===== src/rtl/audio_sfx_pkg.sv =====
// Shared types and the canned effect table for the sound-effect sequencer.
// Each entry holds the two notes' half-periods and lengths, counted in codec samples.
package audio_sfx_pkg;

  localparam int SAMPLE_W = 32;

  typedef enum logic [1:0] {
    IDLE,
    NOTE0,
    NOTE1
  } sfx_state_e;

  typedef struct packed {
    logic [7:0]  half0;
    logic [15:0] len0;
    logic [7:0]  half1;
    logic [15:0] len1;
  } sfx_entry_t;

  // Index 0 is the rightmost element: hit, miss, start, game-over.
  localparam sfx_entry_t [3:0] SFX_TABLE = {
    sfx_entry_t'{half0: 8'd96, len0: 16'd9600, half1: 8'd120, len1: 16'd19200},
    sfx_entry_t'{half0: 8'd36, len0: 16'd4800, half1: 8'd18,  len1: 16'd4800},
    sfx_entry_t'{half0: 8'd60, len0: 16'd4800, half1: 8'd80,  len1: 16'd4800},
    sfx_entry_t'{half0: 8'd24, len0: 16'd2400, half1: 8'd12,  len1: 16'd2400}
  };

endpackage


===== src/rtl/audio_sfx_player_if.sv =====
// Sample push bus between the effect player (master) and Audio_Controller (slave).
interface audio_sfx_player_if;
  import audio_sfx_pkg::*;

  logic                       audio_out_allowed;
  logic signed [SAMPLE_W-1:0] left_channel_audio_out;
  logic signed [SAMPLE_W-1:0] right_channel_audio_out;
  logic                       write_audio_out;

  modport master (
    input  audio_out_allowed,
    output left_channel_audio_out,
    output right_channel_audio_out,
    output write_audio_out
  );

  modport slave (
    output audio_out_allowed,
    input  left_channel_audio_out,
    input  right_channel_audio_out,
    input  write_audio_out
  );

endinterface


===== src/rtl/audio_sfx_tone.sv =====
// Square-wave oscillator with a stepped envelope that halves amplitude every ENV_STEP samples.
// The registered sample is computed from next-state values so it changes right after each consumed write.
module audio_sfx_tone
  import audio_sfx_pkg::*;
#(
  parameter logic [31:0] AMPLITUDE = 32'd10000000,
  parameter int          ENV_STEP  = 1200,
  parameter int          ENV_MAX   = 7
) (
  input  logic                       clk,
  input  logic                       resetn,
  input  logic                       restart,
  input  logic                       advance,
  input  logic                       mute,
  input  logic [7:0]                 half,
  output logic signed [SAMPLE_W-1:0] sample
);

  localparam logic [15:0] ENV_LAST  = 16'(ENV_STEP - 1);
  localparam logic [4:0]  SHIFT_MAX = 5'(ENV_MAX);

  logic                       phase_q, phase_d;
  logic [7:0]                 half_cnt_q, half_cnt_d;
  logic [15:0]                env_cnt_q, env_cnt_d;
  logic [4:0]                 env_shift_q, env_shift_d;
  logic signed [SAMPLE_W-1:0] sample_q, sample_d;
  logic signed [SAMPLE_W-1:0] amp;

  always_comb begin
    phase_d     = phase_q;
    half_cnt_d  = half_cnt_q;
    env_cnt_d   = env_cnt_q;
    env_shift_d = env_shift_q;
    if (restart) begin
      phase_d     = 1'b1;
      half_cnt_d  = '0;
      env_cnt_d   = '0;
      env_shift_d = '0;
    end else if (advance) begin
      if (half_cnt_q == half - 8'd1) begin
        phase_d    = ~phase_q;
        half_cnt_d = '0;
      end else begin
        half_cnt_d = half_cnt_q + 8'd1;
      end
      if (env_cnt_q == ENV_LAST) begin
        env_cnt_d = '0;
        if (env_shift_q < SHIFT_MAX) env_shift_d = env_shift_q + 5'd1;
      end else begin
        env_cnt_d = env_cnt_q + 16'd1;
      end
    end
    amp      = $signed(AMPLITUDE) >>> env_shift_d;
    sample_d = mute ? '0 : (phase_d ? amp : -amp);
  end

  always_ff @(posedge clk) begin
    if (!resetn) begin
      phase_q     <= 1'b0;
      half_cnt_q  <= '0;
      env_cnt_q   <= '0;
      env_shift_q <= '0;
      sample_q    <= '0;
    end else begin
      phase_q     <= phase_d;
      half_cnt_q  <= half_cnt_d;
      env_cnt_q   <= env_cnt_d;
      env_shift_q <= env_shift_d;
      sample_q    <= sample_d;
    end
  end

  assign sample = sample_q;

endmodule


===== src/rtl/audio_sfx_player.sv =====
// Two-note effect sequencer feeding Audio_Controller one stereo sample per write handshake.
// The FSM owns note length counting and table lookup; the tone sub-module owns pitch and envelope.
module audio_sfx_player
  import audio_sfx_pkg::*;
#(
  parameter logic [31:0] AMPLITUDE = 32'd10000000,
  parameter int          ENV_STEP  = 1200,
  parameter int          ENV_MAX   = 7
) (
  input  logic               CLOCK_50,
  input  logic               resetn,
  input  logic               trigger,
  input  logic [1:0]         sfx_id,
  output logic               busy,
  audio_sfx_player_if.master aud
);

  sfx_state_e                 state_q, state_d;
  sfx_entry_t                 entry_q, entry_d;
  logic [15:0]                len_cnt_q, len_cnt_d;
  logic [7:0]                 cur_half;
  logic [15:0]                cur_len;
  logic                       write;
  logic                       restart;
  logic                       advance;
  logic signed [SAMPLE_W-1:0] sample;

  assign busy     = (state_q != IDLE);
  assign write    = busy & aud.audio_out_allowed;
  assign cur_half = (state_q == NOTE1) ? entry_q.half1 : entry_q.half0;
  assign cur_len  = (state_q == NOTE1) ? entry_q.len1  : entry_q.len0;

  // A trigger always wins, even over the final write of the running effect.
  always_comb begin
    state_d   = state_q;
    entry_d   = entry_q;
    len_cnt_d = len_cnt_q;
    restart   = 1'b0;
    advance   = 1'b0;
    if (trigger) begin
      state_d   = NOTE0;
      entry_d   = SFX_TABLE[sfx_id];
      len_cnt_d = '0;
      restart   = 1'b1;
    end else if (write) begin
      advance = 1'b1;
      if (len_cnt_q == cur_len - 16'd1) begin
        len_cnt_d = '0;
        restart   = 1'b1;
        state_d   = (state_q == NOTE0) ? NOTE1 : IDLE;
      end else begin
        len_cnt_d = len_cnt_q + 16'd1;
      end
    end
  end

  always_ff @(posedge CLOCK_50) begin
    if (!resetn) begin
      state_q   <= IDLE;
      entry_q   <= '0;
      len_cnt_q <= '0;
    end else begin
      state_q   <= state_d;
      entry_q   <= entry_d;
      len_cnt_q <= len_cnt_d;
    end
  end

  audio_sfx_tone #(
    .AMPLITUDE (AMPLITUDE),
    .ENV_STEP  (ENV_STEP),
    .ENV_MAX   (ENV_MAX)
  ) u_tone (
    .clk     (CLOCK_50),
    .resetn  (resetn),
    .restart (restart),
    .advance (advance),
    .mute    (state_d == IDLE),
    .half    (cur_half),
    .sample  (sample)
  );

  assign aud.left_channel_audio_out  = sample;
  assign aud.right_channel_audio_out = sample;
  assign aud.write_audio_out         = write;

endmodule


===== src/flat_wrapper.sv =====
// flat-port wrapper written by rule: the top's interface ports become plain ports
module audio_sfx_player_flat import audio_sfx_pkg::*;
#(
  parameter logic [31:0] AMPLITUDE = 32'd10000000,
  parameter int          ENV_STEP  = 1200,
  parameter int          ENV_MAX   = 7
)
  (CLOCK_50, resetn, trigger, sfx_id, busy, aud_audio_out_allowed, aud_left_channel_audio_out, aud_right_channel_audio_out, aud_write_audio_out);
  audio_sfx_player_if aud_i ();
  input  logic CLOCK_50;
  input  logic resetn;
  input  logic trigger;
  input  logic [1:0] sfx_id;
  output logic busy;
  input wire logic [$bits(aud_i.audio_out_allowed)-1:0] aud_audio_out_allowed;
  output wire logic [$bits(aud_i.left_channel_audio_out)-1:0] aud_left_channel_audio_out;
  output wire logic [$bits(aud_i.right_channel_audio_out)-1:0] aud_right_channel_audio_out;
  output wire logic [$bits(aud_i.write_audio_out)-1:0] aud_write_audio_out;
  assign aud_i.audio_out_allowed = aud_audio_out_allowed;
  assign aud_left_channel_audio_out = aud_i.left_channel_audio_out;
  assign aud_right_channel_audio_out = aud_i.right_channel_audio_out;
  assign aud_write_audio_out = aud_i.write_audio_out;
  audio_sfx_player #(.AMPLITUDE(AMPLITUDE), .ENV_STEP(ENV_STEP), .ENV_MAX(ENV_MAX)) u_core (.CLOCK_50(CLOCK_50), .resetn(resetn), .trigger(trigger), .sfx_id(sfx_id), .busy(busy), .aud(aud_i));
endmodule

===== config.mk =====
export PLATFORM = sky130hd
export DESIGN_NAME = audio_sfx_player_flat
export DESIGN_NICKNAME = d
export VERILOG_FILES = /design/src/rtl/audio_sfx_pkg.sv /design/src/rtl/audio_sfx_player_if.sv /design/src/rtl/audio_sfx_tone.sv /design/src/rtl/audio_sfx_player.sv /design/src/flat_wrapper.sv
export SDC_FILE = /design/constraint.sdc
export NUM_CORES = 1
export LEC_CHECK = 0
export BUFFER_PORTS_ARGS = -buffer_cell sky130_fd_sc_hd__buf_2
export CAP_MARGIN = 20
export CELL_PAD_IN_SITES_DETAIL_PLACEMENT = 2
export CELL_PAD_IN_SITES_GLOBAL_PLACEMENT = 2
export CORE_ASPECT_RATIO = 0.8
export CORE_MARGIN = 4
export CORE_UTILIZATION = 38
export CTS_CLUSTER_SIZE = 16
export DETAILED_ROUTE_END_ITERATION = 10
export PLACE_DENSITY = 0.9
export SYNTH_ARGS = -nofsm -noshare
export SYNTH_HDL_FRONTEND = slang
export SYNTH_SLANG_ARGS = --single-unit

===== constraint.sdc =====
create_clock -name CLOCK_50 -period 14.1 [get_ports CLOCK_50]
set_input_delay 0 -clock CLOCK_50 [delete_from_list [all_inputs] [get_ports CLOCK_50]]
set_output_delay 0 -clock CLOCK_50 [all_outputs]
set_load 0.01 [all_outputs]

# After elaboration in Yosys (flattened, before gate mapping)
# Cells that the tools add are included.
[classes]
addsub = 7
mul = 0
div = 0
n_lt_le_gt_ge = 2
eq_ne = 5
shifts = 1
mux = 24
n_bitwise = 3
reduce_logical = 5
[op_table]
columns = ["cell", "n"]
rows = [
  ["binary-select mux 48 bit (select 2 bit)", 1],
  ["2-to-1 mux 16 bit", 3],
  ["2-to-1 mux 48 bit", 1],
  ["adder 16 x 1 -> 16 bit, second input constant", 2],
  ["2-to-1 mux 32 bit", 1],
  ["negator 32 bit", 1],
  [">>> shifter 25 x 5 -> 32 bit, first input constant", 1],
  ["2-to-1 mux 5 bit", 4],
  ["== test 16 x 11 -> 1 bit, second input constant", 1],
  ["== test 16 bit", 1],
  ["2-to-1 mux 8 bit", 2],
  ["subtractor 16 x 1 -> 16 bit, second input constant", 1],
  ["adder 8 x 1 -> 8 bit, second input constant", 1],
  ["== test 8 bit", 1],
  ["2-to-1 mux 1 bit", 8],
  ["2-to-1 mux 2 bit", 4],
  ["subtractor 8 x 1 -> 8 bit, second input constant", 1],
  ["OR reduction 2 bit", 3],
  ["adder 5 x 1 -> 5 bit, second input constant", 1],
  ["< comparator 5 x 3 -> 1 bit, second input constant", 1],
  ["< comparator 2 x 3 -> 1 bit, second input constant", 1],
  ["== test 2 x 1 -> 1 bit, second input constant", 1],
  ["== test 2 bit, second input constant", 1],
  ["zero test 2 bit", 1],
  ["other kinds (3)", 4],
]
[totals]
register_bits = 128
latchBits = 0
mem_bits_rw = 0
rom_bits = 0
out_inout_bits = 66
wordCells = 58
mem_count = 0

# Logic depth before layout (Yosys ltp)
[logic_depth]
depth_word = 11
ltp_mapped = 25
depth_no_buf = 21

# Cells and area by module
# A second synthesis with hierarchy kept.
[hier_totals]
hier_cells = 747
hier_area_um2 = 6044.5
[modules_own_cells]
columns = ["mod", "instances", "cells_each", "area_per_inst_um2"]
rows = [
  ["audio_sfx_tone", 1, 499, 4066.4],
  ["audio_sfx_player", 1, 248, 1978.1],
]

# Worst setup path after synthesis
# OpenSTA, ideal clock, no wires.
[synth_path]
path_kind = "register to register"
start = "reg u_core.entry_q[5] (netlist name)"
end = "reg u_core.u_tone.sample_q[9], in the netlist u_core.u_tone.sample[9]"
setup_ns = 0.115
arrival_time_ns = 4.607
t_required_ns = 13.985
slack_ns = 9.379
path_stages_with_launch = 22
n_path_buf = 3
path_cell_list = "dfxtp_1 -> buf_2 -> inv_1 -> ha_1 -> nor4b_4 -> o32ai_1 -> nor3b_1 -> xor2_1 -> nor4_1 -> a21oi_1 -> clkbuf_1 -> nand2_1 -> ha_1 -> inv_1 -> or4_1 -> a21oi_1 -> a2111oi_1 -> a211oi_2 -> nor4_4 -> and3_1 -> clkbuf_1 -> a2111oi_0"
[synth_between]
elab_chain_len = 10
word_cells_on_any_way = 16
cone_classes = "add/sub: 2; eq/ne: 1; shift: 1; mux: 10; reduce/logical: 2"
[synth_lines]
columns = ["item", "line", "rtl"]
rows = [
  ["from (decl)", "audio_sfx_player.sv:19", "sfx_entry_t entry_q, entry_d;"],
  ["from (signal assigned)", "audio_sfx_player.sv:64", "entry_q <= entry_d;"],
  ["2-to-1 mux 16 bit *", "audio_sfx_player.sv:31", "assign cur_len = (state_q == NOTE1) ? entry_q.len1 : entry_q.len0;"],
  ["subtractor 16 x 1 -> 16 bit *", "audio_sfx_player.sv:47", "if (len_cnt_q == cur_len - 16'd1) begin"],
  ["== test 16 bit *", "audio_sfx_player.sv:47", ""],
  ["2-to-1 mux 1 bit", "audio_sfx_player.sv:47", ""],
  ["2-to-1 mux 1 bit", "audio_sfx_player.sv:45", "end else if (write) begin"],
  ["2-to-1 mux 1 bit", "audio_sfx_player.sv:40", "if (trigger) begin"],
  ["2-to-1 mux 5 bit", "audio_sfx_tone.sv:34", "if (restart) begin"],
  [">>> shifter 25 x 5 -> 32 bit", "audio_sfx_tone.sv:53", "amp = $signed(AMPLITUDE) >>> env_shift_d;"],
  ["negator 32 bit", "audio_sfx_tone.sv:54", "sample_d = mute ? '0 : (phase_d ? amp : -amp);"],
  ["2-to-1 mux 32 bit", "audio_sfx_tone.sv:54", ""],
  ["to (signal assigned)", "audio_sfx_tone.sv:69", "sample_q <= sample_d;"],
  ["to (decl)", "audio_sfx_tone.sv:26", "logic signed [SAMPLE_W-1:0] sample_q, sample_d;"],
]
# Mark *: on every way between the ends. The rest lies on a longest branch, timed or not.
# A chain may end at the register's enable or synchronous reset.

# Final worst setup path
[layout_path]
start = "reg u_core.state_q[1]"
end = "reg u_core.u_tone.sample_q[12], in the netlist u_core.u_tone.sample[12]"
[layout_between]
elab_chain_len = 11
word_cells_on_any_way = 29
cone_classes = "add/sub: 3; eq/ne: 4; shift: 1; mux: 17; bitwise: 1; reduce/logical: 3"
[layout_lines]
columns = ["item", "line", "rtl"]
rows = [
  ["from (decl)", "audio_sfx_player.sv:18", "sfx_state_e state_q, state_d;"],
  ["from (signal assigned)", "audio_sfx_player.sv:63", "state_q <= state_d;"],
  ["== test 2 bit", "audio_sfx_player.sv:30, audio_sfx_player.sv:31", ""],
  ["2-to-1 mux 16 bit", "audio_sfx_player.sv:31", ""],
  ["subtractor 16 x 1 -> 16 bit", "audio_sfx_player.sv:47", ""],
  ["== test 16 bit", "audio_sfx_player.sv:47", ""],
  ["2-to-1 mux 1 bit", "audio_sfx_player.sv:47", ""],
  ["2-to-1 mux 1 bit", "audio_sfx_player.sv:45", ""],
  ["2-to-1 mux 1 bit", "audio_sfx_player.sv:40", ""],
  ["2-to-1 mux 5 bit", "audio_sfx_tone.sv:34", ""],
  [">>> shifter 25 x 5 -> 32 bit", "audio_sfx_tone.sv:53", ""],
  ["negator 32 bit", "audio_sfx_tone.sv:54", ""],
  ["2-to-1 mux 32 bit", "audio_sfx_tone.sv:54", ""],
]
# Parallel ways exist; a longest one is shown, timed or not.

==> impl_results.rst <==
.. list-table::
   :header-rows: 1

   * - Metric
     - Value
   * - Final Total Pwr
     - 0.5964 mW
   * - Later-pin clock latency in the skew report
     - 0.36 ns
   * - Area taken by flip-flops and latches
     - 1782 sq um
   * - Max-slew violation total from the final report
     - 0
   * - Clock Sinks
     - 89
   * - Htree depth
     - 3
   * - Multi-input combinational cell area
     - 3488 sq um
   * - Critical path origin
     - u_core.state_q[1]$_SDFF_PN0_
   * - Final hold slack
     - 0.02805 ns
   * - Final estimated routing congestion in global placement
     - 0.9022
   * - Pleak
     - 2.545 nW
   * - Routed wire per std cell
     - 22.36 microns
   * - Drt first-iter violations
     - 396
   * - Category of the worst setup path capture point
     - flop
   * - Final non-filler cell area
     - 6301 sq um
   * - Arr. time, crit path
     - 6.57 ns
   * - Peak ir drop on the vdd network
     - 0.05456 mV
   * - CP max FO
     - 14
   * - FF+latch count, synth
     - 89
   * - Crit Reg-Reg Startpoint
     - u_core.state_q[1]$_SDFF_PN0_
   * - Main flop type after synthesis
     - dfxtp_1
   * - Antenna Cells
     - 0
   * - Clk slew on worst S/H paths
     - 0.06 ns
   * - Post-synthesis cell type count
     - 77
   * - Number of global-route vias before repair
     - 5767
   * - Final #Nets
     - 756
   * - Port Buffer Count
     - 71
   * - Number of nets in the synthesized netlist
     - 739
   * - Resized Gates After CTS
     - 0
   * - CP required
     - 14.35 ns
   * - Number of warnings issued by yosys
     - 0
   * - Measured slew at the worst slew-check pin
     - 0.8697 ns
   * - Ratio of cells with drive above 1 in the final layout
     - 15.53%
   * - Global-route wire length before repair
     - 33.29 mm
   * - Final critical-path share of the clock period
     - 44.82%
   * - Area of the die
     - 17150 sq um
   * - Effective utilization at floorplan
     - 39.49%
   * - WL final
     - 20.53 mm
   * - Hold WC Path Type
     - input pin to flop
   * - Share of the yosys chip area belonging to registers
     - 31.03%
   * - Number of antenna violations at the first check in global routing
     - 0
   * - Power density normalized to cell area
     - 94.65 nW/um^2
   * - Router iterations before antenna repair
     - 8
   * - Syn avg cell area
     - 8.064 sq um
   * - Clock buffer count from CTS
     - 9
   * - Total half-perimeter wirelength after legalization and detailed placement
     - 14.88 mm
   * - Max capacitance violation total
     - 0
   * - Async set or reset register ratio after synthesis
     - 0%
   * - Number of filler cells placed in the layout
     - 1622
   * - Via-per-instance ratio
     - 5.878
   * - Max_slew headroom
     - 41.80%
   * - Largest area contributor in the synthesized netlist
     - dfxtp_1
   * - I/O pin count
     - 72
   * - Top cells by area in the synthesized netlist
     - dfxtp_1 31%, nor2_1 6.1%, xor2_1 5.9%
   * - Die outline height
     - 117.9 microns
   * - Setup crit start kind
     - flop
   * - CTS tree
     - yes
   * - Floorplan core area
     - 14540 sq um
   * - Post-route ant nets
     - 0
   * - Post-Syn Area
     - 5742 sq um
   * - Max Clock Freq
     - 0.1582 GHz
   * - Path type of the worst setup path
     - flop to flop
   * - Fin. Hold Viols
     - 0
   * - DR vias
     - 5396
   * - Final setup violation count
     - 0
   * - Placed cell areas
     - 5968 sq um
   * - Number of flops mapped to enable cells by yosys
     - 0
   * - Synth Instances
     - 712
   * - Sum of negative setup slack
     - 0 ns
   * - Post-route DRC
     - 0
   * - Post-CTS setup buffer count
     - 0
   * - Post-route core utilization
     - 43.33%
   * - Maximum number of pins on one net before global-route repair
     - 33
   * - Buffer levels on the longest clock path
     - 2
   * - Number of core rows
     - 39
   * - Final worst clock skew
     - 0.005679 ns
   * - Clock root buffer master
     - clkbuf_16
   * - Setup repair after global routing missed its margin
     - no
   * - Source of the worst hold timing path
     - sfx_id[0]
   * - Run status
     - finished, final reports clean
   * - Post-synth top area share
     - 31.03%
   * - Minimum period implied by the final worst setup slack
     - 6.320 ns
   * - Die outline width
     - 145.4 microns
   * - Global-route usage over all layers
     - 24.05%
   * - Overflow left after global routing
     - 0
   * - Area growth from synthesis to layout
     - 9.741%
## metal layers
metal,track usage (%),routed length (microns),vias up
met5,0,0,-
met4,4.211,192,0
met3,5.427,1077,19
met2,40.88,9986,150
met1,31.64,9270,2732
li1,-,-,2495
## flip-flops by register name, summed over array words and instances (netlist names)
| name | cells |
|---|---|
| u_core.u_tone.sample | 32 |
| u_core.entry_q | 9 |
| u_core.len_cnt_q | 16 |
| u_core.u_tone.half_cnt_q | 8 |
| u_core.u_tone.env_cnt_q | 16 |
| u_core.u_tone.phase_q | 1 |
| u_core.u_tone.env_shift_q | 5 |
| u_core.state_q | 2 |
## layout make-up
type / count / area share (%)
clock buffers: 12 / 3.912
clock inverters: 4 / 1.211
inverters: 18 / 1.072
multi-input cells: 533 / 55.36
flip-flops and latches: 89 / 28.28
well taps: 184 / 3.654
repair buffers: 78 / 6.513
## critical path: stages, from the launching register on
cell	delay [ns]
dfxtp_1	0.52
nor2b_1	0.73
o32ai_1	0.16
nor3b_1	0.28
xor2_1	0.15
nor4_1	0.61
a21oi_1	0.17
buf_4	0.23
nand2_1	0.19
ha_1	0.46
inv_1	0.20
a41o_1	0.28
a211oi_1	0.47
nand2b_1	0.23
ha_1	0.28
o211a_1	0.18
a32o_1	0.22
nand4_2	0.29
nor2b_1	0.27
mux2_2	0.27
## path summary, 6_finish.rpt
check / end / slack, ns / cells after the start
max reg2reg: u_core.u_tone.sample[12]$_SDFF_PP0_ / 7.78 / 19
min: u_core.entry_q[22]$_SDFFE_PN0P_ / 0.03 / 3
max: u_core.u_tone.sample[12]$_SDFF_PP0_ / 7.78 / 19
min reg2reg: u_core.len_cnt_q[1]$_SDFFE_PP0P_ / 0.51 / 2
## cell families after synthesis
kind of cell               count (synthesis)  synth area share (%)
AOI/OAI and AO/OA                        125                 15.23
xor gates and xnor gates                  76                 11.59
adders and majority gates                 21                 4.576
buffers and inverters                     90                 8.324
DFF                                       89                 31.03
muxes                                     12                 2.136
and+or+nand+nor                          299                 27.11
## repair_timing
action | in CTS | in global routing
hold buffers | 1 | 0
endpoints found under the setup margin | 0 | 0
endpoints found under the hold margin | 1 | 0
## layout by cell type (no fill, tap or decap), types with 5 or more instances in the layout
cell type / n
and3_1: 13
o211ai_1: 6
xnor2_1: 37
nand2b_1: 7
nor2b_1: 15
inv_1: 16
buf_2: 71
nand3_1: 31
nand4_1: 13
clkbuf_16: 9
a211oi_1: 6
buf_4: 6
ha_1: 21
nor2_1: 93
nor3_1: 19
a31oi_1: 6
o21ai_0: 21
a21oi_1: 33
o211a_1: 5
dfxtp_1: 89
nor4_1: 5
mux2i_1: 10
or3_1: 9
xor2_1: 39
nand2_1: 52
## per-stage QoR
| step | setup WS (ns) | std cells |
|---|---|---|
| after floorplan | 9.379 | 712 |
| after global placement | 8.337 | 901 |
| after detailed placement | 8.045 | 901 |
| after CTS | 7.915 | 918 |
| after global routing | 7.353 | 918 |
| final | 7.780 | 918 |
## power breakdown
part / switching [mW] / internal [mW] / total, mW
Combinational: 0.0407 / 0.0242 / 0.0648
Clock: 0.106 / 0.161 / 0.267
Sequential: 0.00712 / 0.258 / 0.265
Total: 0.154 / 0.442 / 0.596
## cell usage after synthesis (all sizes together) (17+ instances only)
cell type,instances
nand2,52
clkbuf,24
o21ai,26
ha,21
nor3,22
a21oi,33
nand3,31
nor2,94
dfxtp,89
xnor2,37
xor2,39
buf,48
inv,17
(Power assumes the default switching activity.)
